$ cat config.mk
export PLATFORM = sky130hd
export DESIGN_NAME = m_mem_arb_flat
export DESIGN_NICKNAME = d
export VERILOG_FILES = /design/src/rtl/mem_arb_pkg.sv /design/src/rtl/m_mem_arb_if.sv /design/src/rtl/m_arb_sel.sv /design/src/rtl/m_mem_arb.sv /design/src/flat_wrapper.sv
export SDC_FILE = /design/constraint.sdc
export NUM_CORES = 1
export LEC_CHECK = 0
export ABC_AREA = 0
export CAP_MARGIN = 20
export CORE_AREA = 2 2 105 107
export CTS_CLUSTER_DIAMETER = 50
export DETAILED_ROUTE_END_ITERATION = 10
export DIE_AREA = 0 0 107 109
export PLACE_DENSITY = 0.63
export SLEW_MARGIN = 5
export SYNTH_ARGS = -nofsm -noshare
export SYNTH_HDL_FRONTEND = slang
export SYNTH_SLANG_ARGS = --single-unit
$ cat constraint.sdc
create_clock -name w_clk -period 1.5 [get_ports w_clk]
set_clock_uncertainty 0.2 [all_clocks]
set_input_delay 0.15 -clock w_clk [delete_from_list [all_inputs] [get_ports w_clk]]
set_output_delay 0.15 -clock w_clk [all_outputs]
set_load 0.005 [all_outputs]
$ cat src/rtl/mem_arb_pkg.sv
// Shared constants for the unified instruction/data memory arbiter.
package mem_arb_pkg;

  localparam logic [1:0] OWN_NONE = 2'd0;
  localparam logic [1:0] OWN_IF   = 2'd1;
  localparam logic [1:0] OWN_D    = 2'd2;

  localparam int unsigned MAX_WAIT_DEF = 4;

  // Bit positions of the requesters in the request/grant vectors.
  localparam int unsigned SEL_IF = 0;
  localparam int unsigned SEL_D  = 1;

endpackage

$ cat src/rtl/m_mem_arb_if.sv
// Requester and memory-side bus of the unified memory arbiter.
interface m_mem_arb_if #(
  parameter int unsigned AW = 32,
  parameter int unsigned DW = 32
);
  logic          w_if_req;
  logic [AW-1:0] w_if_addr;
  logic          w_if_gnt;
  logic          w_if_rvalid;
  logic [DW-1:0] w_if_rdata;

  logic          w_d_req;
  logic          w_d_we;
  logic [AW-1:0] w_d_addr;
  logic [DW-1:0] w_d_wdata;
  logic          w_d_gnt;
  logic          w_d_rvalid;
  logic [DW-1:0] w_d_rdata;

  logic          w_m_req;
  logic          w_m_we;
  logic [AW-1:0] w_m_addr;
  logic [DW-1:0] w_m_wdata;
  logic          w_m_ready;
  logic [DW-1:0] w_m_rdata;

  // Arbiter side.
  modport slave (
    input  w_if_req, w_if_addr, w_d_req, w_d_we, w_d_addr, w_d_wdata, w_m_ready, w_m_rdata,
    output w_if_gnt, w_if_rvalid, w_if_rdata, w_d_gnt, w_d_rvalid, w_d_rdata,
    output w_m_req, w_m_we, w_m_addr, w_m_wdata
  );

  // Requesters plus memory, as seen from the environment.
  modport master (
    output w_if_req, w_if_addr, w_d_req, w_d_we, w_d_addr, w_d_wdata, w_m_ready, w_m_rdata,
    input  w_if_gnt, w_if_rvalid, w_if_rdata, w_d_gnt, w_d_rvalid, w_d_rdata,
    input  w_m_req, w_m_we, w_m_addr, w_m_wdata
  );
endinterface

$ cat src/rtl/m_arb_sel.sv
// Combinational priority select: data over fetch unless fetch has starved.
module m_arb_sel
  import mem_arb_pkg::*;
(
  input  logic [1:0] reqs,
  input  logic       prio_if,
  input  logic       ready,
  output logic [1:0] gnt
);

  always_comb begin
    gnt = '0;
    if (ready) begin
      if (prio_if && reqs[SEL_IF]) begin
        gnt[SEL_IF] = 1'b1;
      end else if (reqs[SEL_D]) begin
        gnt[SEL_D] = 1'b1;
      end else if (reqs[SEL_IF]) begin
        gnt[SEL_IF] = 1'b1;
      end
    end
  end

endmodule

$ cat src/rtl/m_mem_arb.sv
// Shares one synchronous-read memory between fetch and load/store, with a
// starvation counter bounding how long fetch can lose to data accesses.
module m_mem_arb
  import mem_arb_pkg::*;
#(
  parameter int unsigned AW       = 32,
  parameter int unsigned DW       = 32,
  parameter int unsigned MAX_WAIT = MAX_WAIT_DEF
) (
  input logic        w_clk,
  input logic        w_rst_n,
  m_mem_arb_if.slave bus
);

  localparam int unsigned   SW      = $clog2(MAX_WAIT + 1);
  localparam logic [SW-1:0] MaxWait = SW'(MAX_WAIT);

  logic [1:0]    owner_q, owner_d;
  logic [SW-1:0] starve_q, starve_d;
  logic [1:0]    gnt;
  logic          prio_if;
  logic          m_req;
  logic          m_we;
  logic [AW-1:0] m_addr;
  logic [DW-1:0] m_wdata;

  assign prio_if = (starve_q == MaxWait);

  // Gating ready with reset keeps every grant low while in reset.
  m_arb_sel u_sel (
    .reqs    ({bus.w_d_req, bus.w_if_req}),
    .prio_if (prio_if),
    .ready   (bus.w_m_ready & w_rst_n),
    .gnt     (gnt)
  );

  always_comb begin
    m_req   = |gnt;
    m_we    = 1'b0;
    m_addr  = '0;
    m_wdata = '0;
    if (gnt[SEL_D]) begin
      m_we    = bus.w_d_we;
      m_addr  = bus.w_d_addr;
      m_wdata = bus.w_d_wdata;
    end else if (gnt[SEL_IF]) begin
      m_addr = bus.w_if_addr;
    end
  end

  // A grant implies ready, so every granted read returns data next cycle.
  always_comb begin
    owner_d = OWN_NONE;
    if (m_req && !m_we) begin
      owner_d = gnt[SEL_D] ? OWN_D : OWN_IF;
    end
  end

  always_comb begin
    starve_d = starve_q;
    if (gnt[SEL_IF] || !bus.w_if_req) begin
      starve_d = '0;
    end else if (bus.w_m_ready && (starve_q != MaxWait)) begin
      starve_d = starve_q + SW'(1);
    end
  end

  always_ff @(posedge w_clk) begin
    if (!w_rst_n) begin
      owner_q  <= OWN_NONE;
      starve_q <= '0;
    end else begin
      owner_q  <= owner_d;
      starve_q <= starve_d;
    end
  end

  assign bus.w_if_gnt    = gnt[SEL_IF];
  assign bus.w_d_gnt     = gnt[SEL_D];
  assign bus.w_m_req     = m_req;
  assign bus.w_m_we      = m_we;
  assign bus.w_m_addr    = m_addr;
  assign bus.w_m_wdata   = m_wdata;
  assign bus.w_if_rvalid = (owner_q == OWN_IF);
  assign bus.w_d_rvalid  = (owner_q == OWN_D);
  assign bus.w_if_rdata  = bus.w_m_rdata;
  assign bus.w_d_rdata   = bus.w_m_rdata;

endmodule

$ cat src/flat_wrapper.sv
// flat-port wrapper written by rule: the top's interface ports become plain ports
module m_mem_arb_flat import mem_arb_pkg::*;
#(
  parameter int unsigned AW       = 32,
  parameter int unsigned DW       = 32,
  parameter int unsigned MAX_WAIT = MAX_WAIT_DEF
)
  (w_clk, w_rst_n, bus_w_if_req, bus_w_if_addr, bus_w_d_req, bus_w_d_we, bus_w_d_addr, bus_w_d_wdata, bus_w_m_ready, bus_w_m_rdata, bus_w_if_gnt, bus_w_if_rvalid, bus_w_if_rdata, bus_w_d_gnt, bus_w_d_rvalid, bus_w_d_rdata, bus_w_m_req, bus_w_m_we, bus_w_m_addr, bus_w_m_wdata);
  m_mem_arb_if #(.AW(AW), .DW(DW)) bus_i ();
  input logic w_clk;
  input logic w_rst_n;
  input wire logic [$bits(bus_i.w_if_req)-1:0] bus_w_if_req;
  input wire logic [$bits(bus_i.w_if_addr)-1:0] bus_w_if_addr;
  input wire logic [$bits(bus_i.w_d_req)-1:0] bus_w_d_req;
  input wire logic [$bits(bus_i.w_d_we)-1:0] bus_w_d_we;
  input wire logic [$bits(bus_i.w_d_addr)-1:0] bus_w_d_addr;
  input wire logic [$bits(bus_i.w_d_wdata)-1:0] bus_w_d_wdata;
  input wire logic [$bits(bus_i.w_m_ready)-1:0] bus_w_m_ready;
  input wire logic [$bits(bus_i.w_m_rdata)-1:0] bus_w_m_rdata;
  output wire logic [$bits(bus_i.w_if_gnt)-1:0] bus_w_if_gnt;
  output wire logic [$bits(bus_i.w_if_rvalid)-1:0] bus_w_if_rvalid;
  output wire logic [$bits(bus_i.w_if_rdata)-1:0] bus_w_if_rdata;
  output wire logic [$bits(bus_i.w_d_gnt)-1:0] bus_w_d_gnt;
  output wire logic [$bits(bus_i.w_d_rvalid)-1:0] bus_w_d_rvalid;
  output wire logic [$bits(bus_i.w_d_rdata)-1:0] bus_w_d_rdata;
  output wire logic [$bits(bus_i.w_m_req)-1:0] bus_w_m_req;
  output wire logic [$bits(bus_i.w_m_we)-1:0] bus_w_m_we;
  output wire logic [$bits(bus_i.w_m_addr)-1:0] bus_w_m_addr;
  output wire logic [$bits(bus_i.w_m_wdata)-1:0] bus_w_m_wdata;
  assign bus_i.w_if_req = bus_w_if_req;
  assign bus_i.w_if_addr = bus_w_if_addr;
  assign bus_i.w_d_req = bus_w_d_req;
  assign bus_i.w_d_we = bus_w_d_we;
  assign bus_i.w_d_addr = bus_w_d_addr;
  assign bus_i.w_d_wdata = bus_w_d_wdata;
  assign bus_i.w_m_ready = bus_w_m_ready;
  assign bus_i.w_m_rdata = bus_w_m_rdata;
  assign bus_w_if_gnt = bus_i.w_if_gnt;
  assign bus_w_if_rvalid = bus_i.w_if_rvalid;
  assign bus_w_if_rdata = bus_i.w_if_rdata;
  assign bus_w_d_gnt = bus_i.w_d_gnt;
  assign bus_w_d_rvalid = bus_i.w_d_rvalid;
  assign bus_w_d_rdata = bus_i.w_d_rdata;
  assign bus_w_m_req = bus_i.w_m_req;
  assign bus_w_m_we = bus_i.w_m_we;
  assign bus_w_m_addr = bus_i.w_m_addr;
  assign bus_w_m_wdata = bus_i.w_m_wdata;
  m_mem_arb #(.AW(AW), .DW(DW), .MAX_WAIT(MAX_WAIT)) u_core (.w_clk(w_clk), .w_rst_n(w_rst_n), .bus(bus_i));
endmodule
==> results_dict.tcl <==
set metrics [dict create \
    cts_buffers 3 \
    pwr-share-comb_pct 62.6 \
    routed_wl_um 8130 \
    die_y_um 109 \
    io_pins 268 \
    final_max_slew_viol_count 0 \
    violations "negative setup slack" \
    tns_ns -34.02 \
    ir_drop_v 0.000253 \
    dpl-instance-area_mm2 0.00278 \
    fmax_ghz 0.469 \
    yosysTopAreaCellShare_pct 38.0 \
    cts_tree "done" \
    grt_max_degree 32 \
    stdcell_count 453 \
    synth-compound-area-share_pct 25.6 \
    ys_seq_area_share_pct 7.68 \
    n_antenna_cell 0 \
    grt_pass1_wl_um 10500 \
    hold_path_class "in2out" \
    routedWlPerCell_um 18.0 \
    synthCells 170 \
    antenna_found_initial 0 \
    seq_area_um2 103 \
    relSlewSlack_pct 84.1 \
    worstPathRequired_ns 1.15 \
    finalHoldViolations 0 \
    synth-seq-cells 5 \
    fin_crit_ns 2.13 \
    synthXorXnorAreaFrac_pct 0 \
    power.net_switching_mw 0.247 \
    vias 1730 \
    yosys_warnings 0 \
    worstSetupEndpointType "primary output" \
    status "finished, violations left" \
    overflow 0 \
    final_area_mm2 0.00319 \
    synthesis.nets 306 \
    die-area_mm2 0.0117 \
    seqPwrFrac_pct 13.7 \
    clk_pin_slew_ns 0.03 \
    synth_top_family_by_area "buffers and inverters" \
    nNetsFinal 450 \
    dp_cells 418 \
    tightest_slew_ns 0.238 \
    cts.path.max_buffers 2 \
    fillCellCount 1124 \
    die_w_um 107 \
    grt_usage_pct 12.1 \
    grt_pass1_vias 1680 \
    final_util_pct 30.1 \
    synthMuxAreaShare_pct 0 \
    drc 0 \
    routabilityCongestion 0.790 \
    p_clk_share_pct 23.7 \
    power_density_mw_per_mm2 316 \
    swShare_pct 24.4 \
    synth_area_mm2 0.00130 \
    avgSynthCellArea_um2 7.66 \
    dpl.hpwl_um 5690 \
    post-route-period-util_pct 142 \
    final_cell_mix "clkdlybuf4s50_1 (97), buf_6 (38), buf_2 (33), a22o_1 (32), and2_4 (22)" \
    drv_cap 0 \
    yosys.area_share.simple_pct 21.8 \
    drt_iter0_drc 68 \
    setup_slack_ns -0.632 \
    rsz0062_at_grt "yes" \
    final_layout_size_suffix_gt1_share_pct 45.4 \
    internal-power_mw 0.763 \
    synth_area_leaders "buf_4 (38%), a22o_1 (22%), and2_1 (16%)" \
    numPortBuffers 171 \
    dr.pass1.iters 4 \
    power_leakage_nw 1.47 \
    h-tree-depth 1 \
    synth_fa_ha_area_share_pct 1.92 \
    ys_types 21 \
    start_util_pct 12.3 \
    crit_fanout 3 \
    final_antenna_net_count 0 \
    root_buffer "clkbuf_8" \
    final_common_cell "clkdlybuf4s50_1" \
    via_per_inst 3.82 \
    multiInputGateArea_um2 737 \
    insertion_delay_ns 0.21 \
    power_mw 1.01 \
    clock-sinks 5 \
    worstSetupPathType "reg2out" \
    core_mm2 0.0106 \
    critPathArrivalTime_ns 1.78 \
    yosysTopAreaCell "buf_4" \
    placement_rows 38 \
    setup_violations 68 \
    start_kind "register" \
    syn_to_final_growth_pct 145 \
]
-- cells in the mapped netlist --
library cell / number
and2_1: 33
nand4b_1: 1
o21ai_0: 1
nor2b_1: 2
buf_4: 66
a21oi_1: 3
a31oi_2: 1
buf_2: 6
nor2_1: 1
a21boi_2: 1
and2b_1: 1
nand3_1: 4
inv_1: 3
nor2_2: 1
nor3b_1: 1
a22o_1: 32
o211a_1: 1
dfxtp_1: 5
ha_1: 2
nand2_1: 3
buf_6: 2
-- metrics by stage --
step / hold WS [ns] / setup slack, ns
5_1_grt: 0.100 / -0.706
3_3_place_gp: 0.100 / -0.856
4_1_cts: 0.100 / -0.741
2_1_floorplan: 0.109 / -0.00195
6_report: 0.100 / -0.632
3_5_place_dp: 0.100 / -0.882
-- path summary, 6_finish.rpt --
| kind | from | endpoint | cells after the start | slack [ns] |
|---|---|---|---|---|
| setup / recovery | u_core.starve_q[0] | bus_w_m_wdata[0] | 10 | -0.63 |
| hold / removal | bus_w_m_rdata[26] | bus_w_d_rdata[26] | 0 | 0.10 |
| setup reg to reg | u_core.starve_q[0] | u_core.owner_q[1] | 9 | -0.27 |
| hold reg to reg | u_core.starve_q[0] | u_core.starve_q[0] | 3 | 0.34 |
-- flip-flops by register name (all words and copies together), names as in the netlist --
signal           flops
u_core.owner_q       2
u_core.starve_q      3
-- kinds of logic after synthesis --
group / count (synthesis)
flip-flops: 5
adder cells (fa/ha/maj): 2
buffers and inverters: 77
AO/OA/AOI/OAI: 39
AND/OR/NAND/NOR: 47
-- repair_timing --
action,CTS,global route
hold buffers,0,0
buffers inserted,15,12
resized for setup,280,61
pin swaps,6,15
cloned,5,1
endpoints found under the hold margin,0,0
endpoints found under the setup margin,70,68
-- power groups by stage --
stage | sequential (mW) | clock, mW | combinational [mW]
finish | 0.138 | 0.239 | 0.632
global route | 0.138 | 0.263 | 0.667
CTS | 0.138 | 0.250 | 0.581
detailed placement | 0.139 | 0 | 0.542
global placement | 0.139 | 0 | 0.543
floorplan | 0.139 | 0 | 0.248
-- worst max-delay path, stage by stage (launching register included) --
cell,delay [ns]
dfxtp_2,0.32
inv_2,0.05
ha_4,0.18
a31oi_4,0.26
buf_12,0.16
buf_12,0.11
buf_8,0.10
buf_6,0.09
buf_6,0.08
and2_4,0.12
buf_6,0.08
-- cell type report --
class / count / area share (%)
multi-input cells: 88 / 23.1
repair buffers: 213 / 66.5
flip-flops and latches: 5 / 3.21
well taps: 140 / 5.48
inverters: 3 / 0.353
clock buffers: 4 / 1.41
-- layer usage --
metal | global-route usage (%) | wire length, µm
met2 | 21.6 | 4150
met5 | 0 | 0
met1 | 14.3 | 3010
met3 | 4.18 | 958
met4 | 1.95 | 15
Power figures use the tool's default switching activity.
